===== src/rtl/riscv_pkg.sv =====
// Shared RV32I decode constants: opcodes, ALU control encodings, immediate formats.
// Also holds the immediate generator used by the ID stage.
package riscv_pkg;

    localparam int XLEN = 32;

    localparam logic [6:0] OP_LW  = 7'b0000011;
    localparam logic [6:0] OP_SW  = 7'b0100011;
    localparam logic [6:0] OP_R   = 7'b0110011;
    localparam logic [6:0] OP_I   = 7'b0010011;
    localparam logic [6:0] OP_BEQ = 7'b1100011;

    localparam logic [2:0] ALU_ADD = 3'b000;
    localparam logic [2:0] ALU_SUB = 3'b001;
    localparam logic [2:0] ALU_AND = 3'b010;
    localparam logic [2:0] ALU_OR  = 3'b011;
    localparam logic [2:0] ALU_SLT = 3'b101;

    typedef enum logic [1:0] {
        IMM_I = 2'd0,
        IMM_S = 2'd1,
        IMM_B = 2'd2
    } imm_t;

    typedef struct packed {
        logic       reg_write;
        logic       mem_write;
        logic       result_src;
        logic       alu_src;
        logic       branch;
        logic [2:0] alu_control;
    } ctrl_t;

    // All formats sign-extend from instr[31]; the B format drops bit 0.
    function automatic logic [XLEN-1:0] imm_ext(input logic [31:0] instr, input imm_t sel);
        logic [XLEN-1:0] imm;
        case (sel)
            IMM_S:   imm = {{20{instr[31]}}, instr[31:25], instr[11:7]};
            IMM_B:   imm = {{19{instr[31]}}, instr[31], instr[7], instr[30:25], instr[11:8], 1'b0};
            default: imm = {{20{instr[31]}}, instr[31:20]};
        endcase
        return imm;
    endfunction

endpackage


===== src/rtl/register_file.sv =====
// 2-read/1-write architectural register file, x0 reads as zero, async-cleared array.
// Reads are combinational with write-through bypass so a same-cycle writeback is seen.
module register_file #(
    parameter int XLEN  = 32,
    parameter int NREGS = 32
) (
    input  logic            clk,
    input  logic            rst_n,
    input  logic [4:0]      ra1_i,
    input  logic [4:0]      ra2_i,
    input  logic            we_i,
    input  logic [4:0]      wa_i,
    input  logic [XLEN-1:0] wd_i,
    output logic [XLEN-1:0] rd1_o,
    output logic [XLEN-1:0] rd2_o
);

    logic [XLEN-1:0] regs_q [NREGS];
    logic            wr_en;

    assign wr_en = we_i && (wa_i != 5'd0);

    always_ff @(posedge clk or negedge rst_n) begin
        if (!rst_n) begin
            for (int i = 0; i < NREGS; i++) begin
                regs_q[i] <= '0;
            end
        end else if (wr_en) begin
            regs_q[wa_i] <= wd_i;
        end
    end

    // x0 check comes first so a bypass can never leak a value onto x0.
    always_comb begin
        if (ra1_i == 5'd0)                rd1_o = '0;
        else if (wr_en && wa_i == ra1_i)  rd1_o = wd_i;
        else                              rd1_o = regs_q[ra1_i];

        if (ra2_i == 5'd0)                rd2_o = '0;
        else if (wr_en && wa_i == ra2_i)  rd2_o = wd_i;
        else                              rd2_o = regs_q[ra2_i];
    end

endmodule


===== src/rtl/decode_cycle.sv =====
// RV32I ID stage: decode, register read, immediate generation, ID/EX register.
// One-cycle latency, loads every edge; FlushE turns the loaded control into a bubble.
module decode_cycle #(
    parameter int              XLEN     = 32,
    parameter int              NREGS    = 32,
    parameter logic [XLEN-1:0] RESET_PC = '0
) (
    input  logic            clk,
    input  logic            rst,
    input  logic [31:0]     InstrD,
    input  logic [XLEN-1:0] PCD,
    input  logic [XLEN-1:0] PCPlus4D,
    input  logic            RegWriteW,
    input  logic [4:0]      RDW,
    input  logic [XLEN-1:0] ResultW,
    input  logic            FlushE,
    output logic            RegWriteE,
    output logic            MemWriteE,
    output logic            ResultSrcE,
    output logic            ALUSrcE,
    output logic            BranchE,
    output logic [2:0]      ALUControlE,
    output logic [XLEN-1:0] RD1E,
    output logic [XLEN-1:0] RD2E,
    output logic [XLEN-1:0] ImmExtE,
    output logic [4:0]      RS1E,
    output logic [4:0]      RS2E,
    output logic [4:0]      RDE,
    output logic [XLEN-1:0] PCE,
    output logic [XLEN-1:0] PCPlus4E
);

    import riscv_pkg::*;

    logic [6:0]      opcode;
    logic [2:0]      funct3;
    logic [4:0]      rs1, rs2, rd;
    logic [XLEN-1:0] rd1, rd2;

    ctrl_t           ctrl_d, ctrl_q;
    imm_t            imm_sel;
    logic [2:0]      alu_op;
    logic            alu_ok;

    logic [XLEN-1:0] rd1_q, rd2_q, imm_q, pc_q, pc4_q;
    logic [4:0]      rs1_q, rs2_q, rd_q;

    assign opcode = InstrD[6:0];
    assign funct3 = InstrD[14:12];
    assign rs1    = InstrD[19:15];
    assign rs2    = InstrD[24:20];
    assign rd     = InstrD[11:7];

    register_file #(.XLEN(XLEN), .NREGS(NREGS)) u_rf (
        .clk   (clk),
        .rst_n (rst),
        .ra1_i (rs1),
        .ra2_i (rs2),
        .we_i  (RegWriteW),
        .wa_i  (RDW),
        .wd_i  (ResultW),
        .rd1_o (rd1),
        .rd2_o (rd2)
    );

    // funct7[5] selects sub only for register-register ops; addi has no subi twin.
    always_comb begin
        alu_op = ALU_ADD;
        alu_ok = 1'b1;
        case (funct3)
            3'b000:  alu_op = (opcode == OP_R && InstrD[30]) ? ALU_SUB : ALU_ADD;
            3'b111:  alu_op = ALU_AND;
            3'b110:  alu_op = ALU_OR;
            3'b010:  alu_op = ALU_SLT;
            default: alu_ok = 1'b0;
        endcase
    end

    always_comb begin
        ctrl_d  = '0;
        imm_sel = IMM_I;
        case (opcode)
            OP_LW: if (funct3 == 3'b010) begin
                ctrl_d.reg_write  = 1'b1;
                ctrl_d.alu_src    = 1'b1;
                ctrl_d.result_src = 1'b1;
            end
            OP_SW: begin
                imm_sel = IMM_S;
                if (funct3 == 3'b010) begin
                    ctrl_d.mem_write = 1'b1;
                    ctrl_d.alu_src   = 1'b1;
                end
            end
            OP_R: if (alu_ok) begin
                ctrl_d.reg_write   = 1'b1;
                ctrl_d.alu_control = alu_op;
            end
            OP_I: if (alu_ok) begin
                ctrl_d.reg_write   = 1'b1;
                ctrl_d.alu_src     = 1'b1;
                ctrl_d.alu_control = alu_op;
            end
            OP_BEQ: begin
                imm_sel = IMM_B;
                if (funct3 == 3'b000) begin
                    ctrl_d.branch      = 1'b1;
                    ctrl_d.alu_control = ALU_SUB;
                end
            end
            default: ctrl_d = '0;
        endcase
    end

    always_ff @(posedge clk or negedge rst) begin
        if (!rst) begin
            ctrl_q <= '0;
            rd1_q  <= '0;
            rd2_q  <= '0;
            imm_q  <= '0;
            rs1_q  <= '0;
            rs2_q  <= '0;
            rd_q   <= '0;
            pc_q   <= RESET_PC;
            pc4_q  <= RESET_PC;
        end else begin
            ctrl_q <= FlushE ? '0 : ctrl_d;
            rd1_q  <= rd1;
            rd2_q  <= rd2;
            imm_q  <= imm_ext(InstrD, imm_sel);
            rs1_q  <= rs1;
            rs2_q  <= rs2;
            rd_q   <= rd;
            pc_q   <= PCD;
            pc4_q  <= PCPlus4D;
        end
    end

    assign RegWriteE   = ctrl_q.reg_write;
    assign MemWriteE   = ctrl_q.mem_write;
    assign ResultSrcE  = ctrl_q.result_src;
    assign ALUSrcE     = ctrl_q.alu_src;
    assign BranchE     = ctrl_q.branch;
    assign ALUControlE = ctrl_q.alu_control;
    assign RD1E        = rd1_q;
    assign RD2E        = rd2_q;
    assign ImmExtE     = imm_q;
    assign RS1E        = rs1_q;
    assign RS2E        = rs2_q;
    assign RDE         = rd_q;
    assign PCE         = pc_q;
    assign PCPlus4E    = pc4_q;

endmodule


===== config.mk =====
export PLATFORM = sky130hd
export DESIGN_NAME = decode_cycle
export DESIGN_NICKNAME = d
export VERILOG_FILES = /design/src/rtl/riscv_pkg.sv /design/src/rtl/register_file.sv /design/src/rtl/decode_cycle.sv
export SDC_FILE = /design/constraint.sdc
export NUM_CORES = 2
export LEC_CHECK = 0
export BUFFER_PORTS_ARGS = -buffer_cell sky130_fd_sc_hd__buf_2
export CAP_MARGIN = 0
export CELL_PAD_IN_SITES_DETAIL_PLACEMENT = 1
export CELL_PAD_IN_SITES_GLOBAL_PLACEMENT = 2
export CORE_AREA = 4 4 370 372
export CTS_CLUSTER_SIZE = 20
export DETAILED_ROUTE_END_ITERATION = 12
export DIE_AREA = 0 0 374 376
export PLACE_DENSITY_LB_ADDON = 0.1
export RECOVER_POWER = 100
export SLEW_MARGIN = 20
export SYNTH_ARGS = -nofsm -noshare
export SYNTH_HDL_FRONTEND = slang
export SYNTH_SLANG_ARGS = --single-unit

===== constraint.sdc =====
create_clock -name clk -period 2.4 [get_ports clk]
set_clock_uncertainty 0.15 [all_clocks]
set_input_delay 0.48 -clock clk [delete_from_list [all_inputs] [get_ports clk]]
set_output_delay 0.48 -clock clk [all_outputs]
set_load 0.03 [all_outputs]

==> results.cfg <==
[cts]
clock_latency_ns = 0.77
cts_sinks = 1188
cts_buffers = 141
clk_pin_slew_worst_paths_ns = 0.06
cts_htree_levels = 4
cts_max_path_buffers = 3
postCtsSetupBuffers = 0
cts_tree = built
clockRootBuffer = clkbuf_16

[logic_synthesis]
syn-num-nets = 4175
synthTopCellsByArea = dfrtp_1, mux2_2, mux4_2
yosys.area.top_type = dfrtp_1
synth_top_family_by_area = multiplexers
syn_avg_cell_area_sq_um = 14.8
synthMuxAreaShare_pct = 38.9
ys_types = 64
ys_ff_latch = 1188
async_flop_share_pct = 100
synthAdderAreaFrac_pct = 0.0420
synth_area_sq_mm = 0.0596
synth-edff-count = 0
synthFlopType = dfrtp_1
synth_warnings = 0
synth-compound-area-share_pct = 4.95
ys_seq_area_share_pct = 49.9
yosys.area_share.simple_pct = 2.57
synth_top_cell_area_share_pct = 49.9
synthCells = 4036
synth-xor-area-share_pct = 0.147

[layout]
nNetsFinal = 4817
fillers = 12700
final_util_pct = 54.2
drive_gt1_share_pct = 48.7
layout_common_cells = dfrtp_1, mux2_2, mux4_2, buf_4, clkbuf_1
stdcell_count = 6561
final_common_cell = dfrtp_1
area_delta_synth_final_pct = 21.0

[floorplan]
io_pins = 320
core_area_sq_mm = 0.133
initial_core_util_pct = 44.7
die_area_sq_mm = 0.141
fp.dieH_um = 376
die_w_um = 374
rows = 134

[placed_design]
pre_cts_ws_ns = -0.433
port_buffers = 319
placed_cells = 6204
place_congestion = 0.837
post-dp-hpwl_um = 151000

[sta]
hold_viol_final = 0
slew_violations = 0
relSlewSlack_pct = 6.76
fin_ws_ns = -0.0256
worstMarginPinSlew_ns = 1.40
rsz0062_at_grt = no
fin_crit_sh_pct = 101
fmax_mhz = 412
min_period_ns = 2.43
setup_viol = 1

[outcome]
violations = setup timing
status = complete, but fails checks

[global_route]
grt_use_met3_pct = 5.45
antenna_found_initial = 14
track_usage_pct = 32.3
grt_overflow = 0
met1_usage_pct = 46.0
grt_max_degree = 125
grt_pass1_vias = 44500
grt.busiest_layer = met2
grt_util_met2_pct = 51.1
grt_pass1_wl_um = 331000

[worst_setup_path]
crit_fanout = 8
critPathArrivalTime_ns = 2.98
path_cells = dlygate4sd3_1 > buf_6 > buf_4 > nor2_4 > buf_12 > buf_4 > a221oi_1 > buf_4 > nor3_1 > nor3_1 > a221o_1
cp_slowest_cell = dlygate4sd3_1
crit_family = buffers and inverters
required_ns = 2.95
worstSetupPathType = in -> reg
start_kind = input port
end_kind = register
regToRegSetupSlack_ns = 0.33
path_buf_inv = 6
max_stage_delay_ns = 0.55
cp_common_cell = buf_4

[power_and_ir_drop]
power_density_mw_per_mm2 = 839
seqPwrFrac_pct = 43.7
p_comb_share_pct = 19.6
p_leak_nw = 32.1
clkPwrFrac_pct = 36.7
p_total_mw = 60.6
p_sw_mw = 17.0
p_int_mw = 43.6
switching_share_pct = 28.0
ir_worst_vdd_mv = 0.705

[detailed_routing]
wire_per_inst_um = 34.7
antenna_left = 0
viasPerCell = 6.33
vias = 41500
totalWireLength_um = 228000
drt_iter0_markers = 3646
dr.pass1.iters = 5
drc = 0

[job]
maxCapViolCount = 0

[worst_hold_path]
hold_path_class = in -> reg
logic make-up after synthesis:
group                      Yosys count
DFF                               1188
muxes                             1668
adders and majority gates            2
AOI/OAI and AO/OA                  405
xor gates and xnor gates            10
and+or+nand+nor                    294
buffers and inverters              469
cell usage after synthesis, types with 24 or more instances:
library cell,number
nor3_1,60
buf_4,50
mux2i_1,229
nor2_1,74
mux4_2,415
clkbuf_1,249
o21ai_0,60
dfrtp_1,1188
nand2b_1,24
a221oi_1,77
mux2_2,1011
nand2_1,39
buf_1,63
buf_2,80
a221o_1,54
a21oi_1,56
o22ai_1,59
per-layer routing:
layer	vias to the layer above	wire [um]
li1	16800	-
met1	22800	98800
met2	1484	106000
met3	405	15000
met4	10	7900
met5	-	77
registers in the layout, summed over array words and instances (netlist names), 3 cells and up:
| register | cells |
|---|---|
| u_rf.regs_q | 1024 |
| ALUControlE | 3 |
| PCPlus4E | 32 |
| RD1E | 32 |
| PCE | 32 |
| RDE | 5 |
| ImmExtE | 13 |
| RD2E | 32 |
| RS1E | 5 |
| RS2E | 5 |
area by class of cell:
| type | count | area [sq um] | area share (%) |
|---|---|---|---|
| tap | 1768 | 2210 | 3.06 |
| sequential | 1188 | 29700 | 41.2 |
| clock buffer | 207 | 4200 | 5.82 |
| inverter | 15 | 58.8 | 0.0815 |
| clock inverter | 46 | 624 | 0.865 |
| timing repair buffer | 953 | 7430 | 10.3 |
| antenna | 5 | 12.5 | 0.0173 |
| multi-input combinational | 2379 | 27900 | 38.7 |
stage by stage:
stage | TNS, ns | area (sq um) | hold WS (ns)
after floorplan | 0 | 59700 | 0.0344
final | -0.0256 | 72200 | 0.103
after global placement | -23.27 | 67800 | 0.210
after detailed placement | -24.91 | 67800 | 0.212
after global routing | 0 | 72200 | 0.115
after CTS | 0 | 73600 | 0.0178
path summary, 6_finish.rpt:
| kind | start | to | depth (start not counted) |
|---|---|---|---|
| setup / recovery | InstrD[17] | RD1E[0] | 11 |
| hold / removal | ResultW[22] | RD2E[22] | 3 |
| hold reg to reg | u_rf.regs_q[999] | u_rf.regs_q[999] | 0 |
| setup reg to reg | u_rf.regs_q[795] | RD1E[27] | 4 |
| max in group asynchronous | rst | u_rf.regs_q[998] | 3 |
| min in group asynchronous | rst | ImmExtE[10] | 2 |
repair_timing:
action                     4_1_cts  5_1_grt
hold endpoints to repair       985        0
setup endpoints to repair        1       23
hold buffers                    99        0
resized for setup                1        6
tightest hold or removal path, delay by kind of cell:
family	cells	cell delay [ns]
buf+inv	1	0.26
simple gates	1	0.16
compound gates	1	0.06
power groups by stage:
stage	clock, mW	sequential, mW	combinational [mW]
2_1_floorplan	0	26.0	7.81
3_3_place_gp	0	26.5	11.6
3_5_place_dp	0	26.6	11.9
4_1_cts	22.7	26.3	12.1
5_1_grt	23.5	26.8	12.8
6_report	22.2	26.5	11.9
No activity file was read; power rests on OpenSTA's default activity.
